==> config.mk <==
export PLATFORM = sky130hd
export DESIGN_NAME = shared_mem_arbiter
export DESIGN_NICKNAME = d
export VERILOG_FILES = /design/src/rtl/shared_mem_arbiter.sv
export SDC_FILE = /design/constraint.sdc
export NUM_CORES = 1
export LEC_CHECK = 0
export CAP_MARGIN = 5
export CORE_AREA = 3 3 86 88
export CTS_BUF_LIST = sky130_fd_sc_hd__clkbuf_4
export DETAILED_ROUTE_END_ITERATION = 12
export DIE_AREA = 0 0 89 91
export PLACE_DENSITY = 0.81
export SKIP_CTS_REPAIR_TIMING = 1
export SLEW_MARGIN = 30
export SYNTH_ARGS = -nofsm -noshare
export SYNTH_HDL_FRONTEND = slang
export SYNTH_SLANG_ARGS = --single-unit
==> constraint.sdc <==
create_clock -name clk -period 2.8 [get_ports clk]
set_clock_uncertainty 0.2 [all_clocks]
set_input_delay 0.42 -clock clk [delete_from_list [all_inputs] [get_ports clk]]
set_output_delay 0.42 -clock clk [all_outputs]
set_load 0.05 [all_outputs]
==> src/rtl/shared_mem_arbiter.sv <==
// rtl/shared_mem_arbiter.sv - round-robin arbiter/sequencer sharing one single-port memory between cores
//
// Purpose:
//   Serialises LOAD/STORE requests from NUM_CORES cores onto one single-port
//   data memory. A requester is picked round-robin in IDLE, granted for one
//   ACCESS cycle, waits MEM_LAT cycles for read data on loads, and gets a
//   one-cycle done pulse in RESP.
//
// Optional feature macro: SHARED_MEM_ARB_LOCK_EN
//   Adds the lock input. A core whose lock bit is high in its RESP cycle keeps
//   priority for the next arbitration (atomic read-modify-write support).
//
// Ports:
//   clk        system clock, rising edge
//   rst        synchronous active-low reset
//   req        per-core request, held until gnt
//   we         per-core 1=STORE 0=LOAD
//   addr       per-core address, core i at [i*ADDR_W +: ADDR_W]
//   wdata      per-core store data, core i at [i*DATA_W +: DATA_W]
//   lock       per-core lock (only with SHARED_MEM_ARB_LOCK_EN)
//   gnt        one-cycle grant pulse (ACCESS cycle)
//   done       one-cycle completion pulse (RESP cycle)
//   rdata      per-core registered load result
//   busy       high whenever not IDLE
//   mem_en     memory strobe, ACCESS only
//   mem_we     memory write enable
//   mem_addr   memory address
//   mem_wdata  memory write data
//   mem_rdata  memory read data, valid MEM_LAT cycles after mem_en

module shared_mem_arbiter #(
    parameter int NUM_CORES = 3,
    parameter int ADDR_W    = 12,
    parameter int DATA_W    = 8,
    parameter int MEM_LAT   = 1
) (
    input  logic                        clk,
    input  logic                        rst,
    input  logic [NUM_CORES-1:0]        req,
    input  logic [NUM_CORES-1:0]        we,
    input  logic [NUM_CORES*ADDR_W-1:0] addr,
    input  logic [NUM_CORES*DATA_W-1:0] wdata,
`ifdef SHARED_MEM_ARB_LOCK_EN
    input  logic [NUM_CORES-1:0]        lock,
`endif
    output logic [NUM_CORES-1:0]        gnt,
    output logic [NUM_CORES-1:0]        done,
    output logic [NUM_CORES*DATA_W-1:0] rdata,
    output logic                        busy,
    output logic                        mem_en,
    output logic                        mem_we,
    output logic [ADDR_W-1:0]           mem_addr,
    output logic [DATA_W-1:0]           mem_wdata,
    input  logic [DATA_W-1:0]           mem_rdata
);

    localparam int PTR_W = (NUM_CORES > 1) ? $clog2(NUM_CORES) : 1;
    localparam int CNT_W = (MEM_LAT > 1) ? $clog2(MEM_LAT) : 1;

    typedef enum logic [1:0] {
        S_IDLE   = 2'd0,
        S_ACCESS = 2'd1,
        S_WAIT   = 2'd2,
        S_RESP   = 2'd3
    } state_t;

    state_t                      state_q, state_d;
    logic [PTR_W-1:0]            rr_ptr_q, rr_ptr_d;
    logic [PTR_W-1:0]            sel_q, sel_d;
    logic                        we_q, we_d;
    logic [ADDR_W-1:0]           addr_q, addr_d;
    logic [DATA_W-1:0]           wdata_q, wdata_d;
    logic [CNT_W-1:0]            cnt_q, cnt_d;
    logic [NUM_CORES*DATA_W-1:0] rdata_q, rdata_d;

    logic [PTR_W-1:0]            pick;
    logic                        pick_vld;
    int                          scan_idx;
    logic [PTR_W-1:0]            sel_inc;

    // Round-robin pick: first set req scanning upward from rr_ptr with wrap.
    always_comb begin
        pick     = '0;
        pick_vld = 1'b0;
        scan_idx = 0;
        for (int k = 0; k < NUM_CORES; k++) begin
            scan_idx = (int'(rr_ptr_q) + k) % NUM_CORES;
            if (!pick_vld && req[PTR_W'(scan_idx)]) begin
                pick     = PTR_W'(scan_idx);
                pick_vld = 1'b1;
            end
        end
    end

    assign sel_inc = (sel_q == PTR_W'(NUM_CORES - 1)) ? '0 : sel_q + 1'b1;

    always_comb begin
        state_d   = state_q;
        rr_ptr_d  = rr_ptr_q;
        sel_d     = sel_q;
        we_d      = we_q;
        addr_d    = addr_q;
        wdata_d   = wdata_q;
        cnt_d     = cnt_q;
        rdata_d   = rdata_q;
        gnt       = '0;
        done      = '0;
        mem_en    = 1'b0;
        mem_we    = 1'b0;
        mem_addr  = '0;
        mem_wdata = '0;
        busy      = (state_q != S_IDLE);

        case (state_q)
            S_IDLE: begin
                // The access is committed here; later input changes are ignored.
                if (pick_vld) begin
                    sel_d   = pick;
                    we_d    = we[pick];
                    addr_d  = addr[int'(pick)*ADDR_W +: ADDR_W];
                    wdata_d = wdata[int'(pick)*DATA_W +: DATA_W];
                    state_d = S_ACCESS;
                end
            end
            S_ACCESS: begin
                gnt[sel_q] = 1'b1;
                mem_en     = 1'b1;
                mem_we     = we_q;
                mem_addr   = addr_q;
                mem_wdata  = wdata_q;
                rr_ptr_d   = sel_inc;
                cnt_d      = '0;
                state_d    = we_q ? S_RESP : S_WAIT;
            end
            S_WAIT: begin
                if (cnt_q == CNT_W'(MEM_LAT - 1)) begin
                    rdata_d[int'(sel_q)*DATA_W +: DATA_W] = mem_rdata;
                    state_d = S_RESP;
                end else begin
                    cnt_d = cnt_q + 1'b1;
                end
            end
            S_RESP: begin
                done[sel_q] = 1'b1;
`ifdef SHARED_MEM_ARB_LOCK_EN
                // Pull the pointer back so a locked core wins the next IDLE scan.
                if (lock[sel_q]) begin
                    rr_ptr_d = sel_q;
                end
`endif
                state_d = S_IDLE;
            end
            default: state_d = S_IDLE;
        endcase
    end

    assign rdata = rdata_q;

    always_ff @(posedge clk) begin
        if (!rst) begin
            state_q  <= S_IDLE;
            rr_ptr_q <= '0;
            sel_q    <= '0;
            we_q     <= 1'b0;
            addr_q   <= '0;
            wdata_q  <= '0;
            cnt_q    <= '0;
            rdata_q  <= '0;
        end else begin
            state_q  <= state_d;
            rr_ptr_q <= rr_ptr_d;
            sel_q    <= sel_d;
            we_q     <= we_d;
            addr_q   <= addr_d;
            wdata_q  <= wdata_d;
            cnt_q    <= cnt_d;
            rdata_q  <= rdata_d;
        end
    end

endmodule

==> impl_metrics.ini, run 1 <==
[detailed_routing]
antenna_left = 0
drc = 0
routedWlPerCell_um = 16.2
drt_wl_total_um = 8700
via_count = 2907
first_pass_iters = 4
first_iter_violations = 108
viasPerCell = 5.42

[power_and_ir_drop]
power_density_mw_per_mm2 = 790
ir_drop_mv = 0.365
leakagePower_nw = 1.72

[synth]
synth_edf_count = 0
synthAdderAreaFrac_pct = 6.58
synth-seq-cells = 51
ys.flop_type = dfxtp_1
syn_avg_cell_area_sq_um = 8.72
synth_top_family_by_area = compound AO/OA/AOI/OAI gates
synth_xor_area_share_pct = 0
syn_inst = 327
synth-seq-area-share_pct = 35.8
synth_compound_area_share_pct = 30.3
synthMuxAreaShare_pct = 1.40
yosys.area_share.simple_pct = 20.0
syn-cell-area_sq_mm = 0.00285
syn_nets = 418
synth.distinct_cells = 35
yosysWarnings = 0
ys_async_sr_fraction_pct = 0

[cts]
worstSkewPairLatency_ns = 0.37
cts_tree = yes
htreeDepth = 2
clockRootBuffer = clkbuf_4
cts_buffers = 5
cts_sinks = 51
cts_max_path_buffers = 2
clk_pin_slew_ns = 0.16

[timing]
period_share_pct = 96.0
worst-slew-pin-transition_ns = 0.871
rsz0062_at_grt = no
whs_ns = 0.256
relSlewSlack_pct = 41.8
finalSetupTns_ns = 0
finalHoldViolCount = 0
setup_viol = 0
max_freq_mhz = 372
layout_min_cycle_time_ns = 2.69
final_max_slew_viol_count = 0
fin_ws_ns = 0.112

[critical_path]
r2r_cells = 9
crit_buf_inv = 3
crit_chain = inv_1, ha_4, mux2i_1, buf_4, o22a_2, a211o_4, buf_12, a311oi_1, o21ai_1
r2r-end = we_q
path_class = register to register
end_kind = register
ff2ff_setup_slack_ns = 0.11
required_ns = 2.87
cp_top_family = compound AO/OA/AOI/OAI gates
cp_slowest_cell = a211o_4
cp_data_arrival_time_ns = 2.76
cp-start-kind = register
max_stage_delay_ns = 0.42
r2r_start = rr_ptr_q[0]
cp_max_fo = 22

[floorplanning]
num_io_pins = 129
start_util_pct = 42.4
num_rows = 30
die-height_um = 91
die_area_sq_mm = 0.00810
core_sq_mm = 0.00672
die_w_um = 89

[finish]
utilization_pct = 68.6
layout-drive-gt1-share_pct = 13.4
final_cell_mix = clkdlybuf4s50_1, dfxtp_1, nand2_1, and2_1, buf_12
final_common_cell = clkdlybuf4s50_1
nNetsFinal = 546
fillers = 534
area_growth_pct = 61.6
fin_cells = 536
antenna_cells = 0

[grt]
busiest_layer = met2
gr-usage-met3_pct = 9.17
grt_first_pass_wirelength_um = 13700
grt_pass1_vias = 2872
grt_usage_pct = 21.1
antenna_found_initial = 0
grt_overflow = 0
met2_usage_pct = 34.2
met1_usage_pct = 25.7
grt_max_degree = 43

[placed_design]
gp_congestion = 0.865
portBuffers = 128
detailedPlace.worstSlack_ns = -0.0918
place_inst = 527
dpl.hpwl_um = 6470

[worst_hold_path]
min-delay-start = addr_q[4]
min_path_cells = 2
hp-class = register to register
hold_end = addr_q[4]

[run_status]
outcome = finished clean

[job]
maxCapViolCount = 0
[report_power, final]
part	switching (W)	internal, W	leakage (nW)
clock network	0.000249	0.000101	0.0278
logic	0.00135	0.000988	1.27
registers	0.0000845	0.000867	0.416
total	0.00168	0.00196	1.72
[per-layer routing]
metal	wire, um	vias to the layer above
met5	0	-
met4	44	0
met3	934	4
met2	4170	130
met1	3550	1335
li1	-	1438
[metrics by stage]
| stage | power, W | cell area, sq um |
|---|---|---|
| after floorplan | 0.00243 | 2850 |
| after global placement | 0.00316 | 4480 |
| after detailed placement | 0.00322 | 4480 |
| after CTS | 0.00358 | 4540 |
| after global routing | 0.00390 | 4610 |
| final | 0.00364 | 4610 |
[cell families (layout without fill, tap and decap cells)]
group           after synthesis  in the layout
flops                        51             51
compound gates              126            126
simple gates                100            101
buf+inv                      31            159
mux                           4              4
fa+ha+maj                    15             15
[area by class of cell]
cell class | count | area [sq um] | share of cell area, %
flip-flops and latches | 51 | 1020 | 22.2
clock inverters | 3 | 23.8 | 0.516
inverters | 9 | 33.8 | 0.733
repair buffers | 142 | 1670 | 36.2
well taps | 80 | 100 | 2.17
multi-input cells | 246 | 1720 | 37.4
clock buffers | 5 | 37.5 | 0.815
[worst max-delay path by stage]
stage	startpoint	to	slack (ns)	cells past startpoint
floorplan	rr_ptr_q[0]	wdata_q[0]	0.46	9
global placement	req[1]	we_q	-0.03	8
detailed placement	req[1]	we_q	-0.09	8
CTS	sel_q[0]	done[0]	-0.05	4
global route	rr_ptr_q[0]	we_q	0.005	9
finish	rr_ptr_q[0]	we_q	0.11	9
[sequential cells by signal, summed over array words and instances (netlist names)]
name      flops
addr_q       12
rdata        24
rr_ptr_q      2
sel_q         2
state_q       2
wdata_q       8
we_q          1
[synth_stat cells, types with 2 or more instances]
master | count | area [sq um]
a21boi_0 | 3 | 22.5
inv_1 | 9 | 33.8
dfxtp_1 | 51 | 1020
a311oi_1 | 22 | 193
and2_1 | 27 | 169
nand2_1 | 29 | 109
o21a_1 | 3 | 22.5
nor4b_2 | 3 | 45.0
buf_6 | 7 | 78.8
mux2i_1 | 4 | 40.0
a21oi_1 | 2 | 10.0
o21ai_1 | 22 | 110
a21boi_1 | 19 | 143
nor2_1 | 8 | 30.0
clkbuf_1 | 14 | 52.6
a22oi_1 | 24 | 180
o21ai_0 | 24 | 120
ha_1 | 15 | 188
nor2b_1 | 25 | 156
[worst register-to-register path, delay by kind of cell, from the launching register on]
family                   cells  cell delay (ns)
buffers and inverters        3             0.45
multiplexers                 1             0.14
flip-flops                   1             0.39
adder cells (fa/ha/maj)      1             0.28
AO/OA/AOI/OAI                4             1.13
(Power assumes the default switching activity.)
==> run 2: changes to the inputs <==
- SLEW_MARGIN: 30 -> unset
==> run 2 against run 1 <==
  * Combinational power down 2%
  * Die area unchanged
  * Total power down 1.3%
  * Sequential power about the same
  * Register-to-register slack better by 0.02 ns
  * Utilization down 0.48 points
  * Via count down 0.58%
==> impl_metrics.ini, run 2 (synthesis results as in run 1) <==
[finish]
final_cell_mix = clkdlybuf4s50_1, dfxtp_1, nand2_1, and2_1, buf_12
area_growth_pct = 60.4
nNetsFinal = 545
largest_reg_flops = 24
antenna_cells = 0
fillers = 540
fin_cells = 535
layout-drive-gt1-share_pct = 12.7
final_common_cell = clkdlybuf4s50_1
utilization_pct = 68.1

[placed_design]
portBuffers = 128
gp_congestion = 0.865
dpl.hpwl_um = 6490
detailedPlace.worstSlack_ns = -0.200
place_inst = 527

[cts]
worstSkewPairLatency_ns = 0.37
htreeDepth = 2
clk_pin_slew_ns = 0.16
cts_sinks = 51
clockRootBuffer = clkbuf_4
cts_buffers = 5
cts_tree = yes
cts_max_path_buffers = 2

[grt]
grt_pass1_vias = 2866
antenna_found_initial = 0
grt_first_pass_wirelength_um = 13600
grt_overflow = 0
grt_usage_pct = 20.9
grt_max_degree = 43

[power_and_ir_drop]
swShare_pct = 46.2
report.power.total_w = 0.00359
pwr-share-seq_pct = 26.5
p_switching_w = 0.00166
p_comb_share_pct = 63.8
power.internal_w = 0.00193
power_density_mw_per_mm2 = 785
leakagePower_nw = 1.71
clock_power_share_pct = 9.7
ir_drop_mv = 0.405

[job]
maxCapViolCount = 0

[timing]
rsz0062_at_grt = no
final_max_slew_viol_count = 0
layout_min_cycle_time_ns = 2.67
fin_ws_ns = 0.133
max_freq_mhz = 375
period_share_pct = 95.3
finalHoldViolCount = 0
relSlewSlack_pct = 42.7
setup_viol = 0
finalSetupTns_ns = 0
worst-slew-pin-transition_ns = 0.857

[critical_path]
end_kind = register
r2r_start = rr_ptr_q[0]
cp-endpoint = addr_q[9]
crit_start = rr_ptr_q[0]
cp_max_fo = 14
r2r-end = addr_q[9]
cp_data_arrival_time_ns = 2.73
path_class = register to register
ff2ff_setup_slack_ns = 0.13
r2r_cells = 9
required_ns = 2.86
cp-start-kind = register

[worst_hold_path]
hp-class = register to register

[detailed_routing]
drc = 0
via_count = 2890
routedWlPerCell_um = 15.9
first_pass_iters = 4
viasPerCell = 5.40
antenna_left = 0
drt_wl_total_um = 8510
first_iter_violations = 110

[floorplanning]
die_area_sq_mm = 0.00810
die-height_um = 91
core_sq_mm = 0.00672
num_rows = 30
start_util_pct = 42.4
die_w_um = 89
num_io_pins = 129

[run_status]
outcome = finished clean
run 2: cell types whose count changed in the layout (fill, tap and decap cells not counted), sizes merged:
cell	previous run	this run
or2	2	1
run 2: worst min path at each step:
stage / startpoint / endpoint / slack (ns) / depth (start not counted)
6_report: addr_q[10] / addr_q[10] / 0.25 / 2
3_3_place_gp: wdata_q[2] / wdata_q[2] / 0.23 / 2
5_1_grt: wdata_q[0] / wdata_q[0] / 0.28 / 2
4_1_cts: addr_q[6] / addr_q[6] / 0.26 / 2
3_5_place_dp: addr_q[6] / addr_q[6] / 0.24 / 2
2_1_floorplan: wdata_q[0] / wdata_q[0] / 0.22 / 2
run 2: worst max-delay path, stage by stage, from the launching register on:
cell and delay (ns):
dfxtp_1 0.39, inv_1 0.11, ha_4 0.28, mux2i_1 0.14, buf_4 0.15, o22a_2 0.25, a211o_4 0.42, buf_4 0.19
a311oi_1 0.31, o21ai_1 0.12
run 2: through the flow:
stage	area (sq um)	hold slack, ns
3_3_place_gp	4480	0.231
6_report	4570	0.254
3_5_place_dp	4480	0.237
5_1_grt	4570	0.276
2_1_floorplan	2850	0.221
4_1_cts	4540	0.256
run 2: metal layers:
| metal | wire length, um | up-vias | GRT usage (%) |
|---|---|---|---|
| li1 | - | 1434 | - |
| met2 | 4040 | 119 | 33.7 |
| met5 | 0 | - | 0 |
| met3 | 867 | 8 | 9.35 |
| met1 | 3530 | 1329 | 25.1 |
| met4 | 70 | 0 | 5.58 |
run 2: power by group through the flow:
| stage | logic (W) | registers (W) | clock network (W) |
|---|---|---|---|
| CTS | 0.00227 | 0.000951 | 0.000360 |
| finish | 0.00229 | 0.000952 | 0.000350 |
| floorplan | 0.00144 | 0.000989 | 0 |
| global route | 0.00249 | 0.000971 | 0.000389 |
| global placement | 0.00220 | 0.000960 | 0 |
| detailed placement | 0.00226 | 0.000968 | 0 |
run 2: layout make-up:
| class | count | area, sq um | share of cell area, % |
|---|---|---|---|
| clock buffers | 5 | 37.5 | 0.821 |
| clock inverters | 3 | 23.8 | 0.520 |
| inverters | 9 | 33.8 | 0.739 |
| multi-input cells | 245 | 1690 | 36.9 |
| flip-flops and latches | 51 | 1020 | 22.3 |
| well taps | 80 | 100 | 2.19 |
| repair buffers | 142 | 1670 | 36.5 |
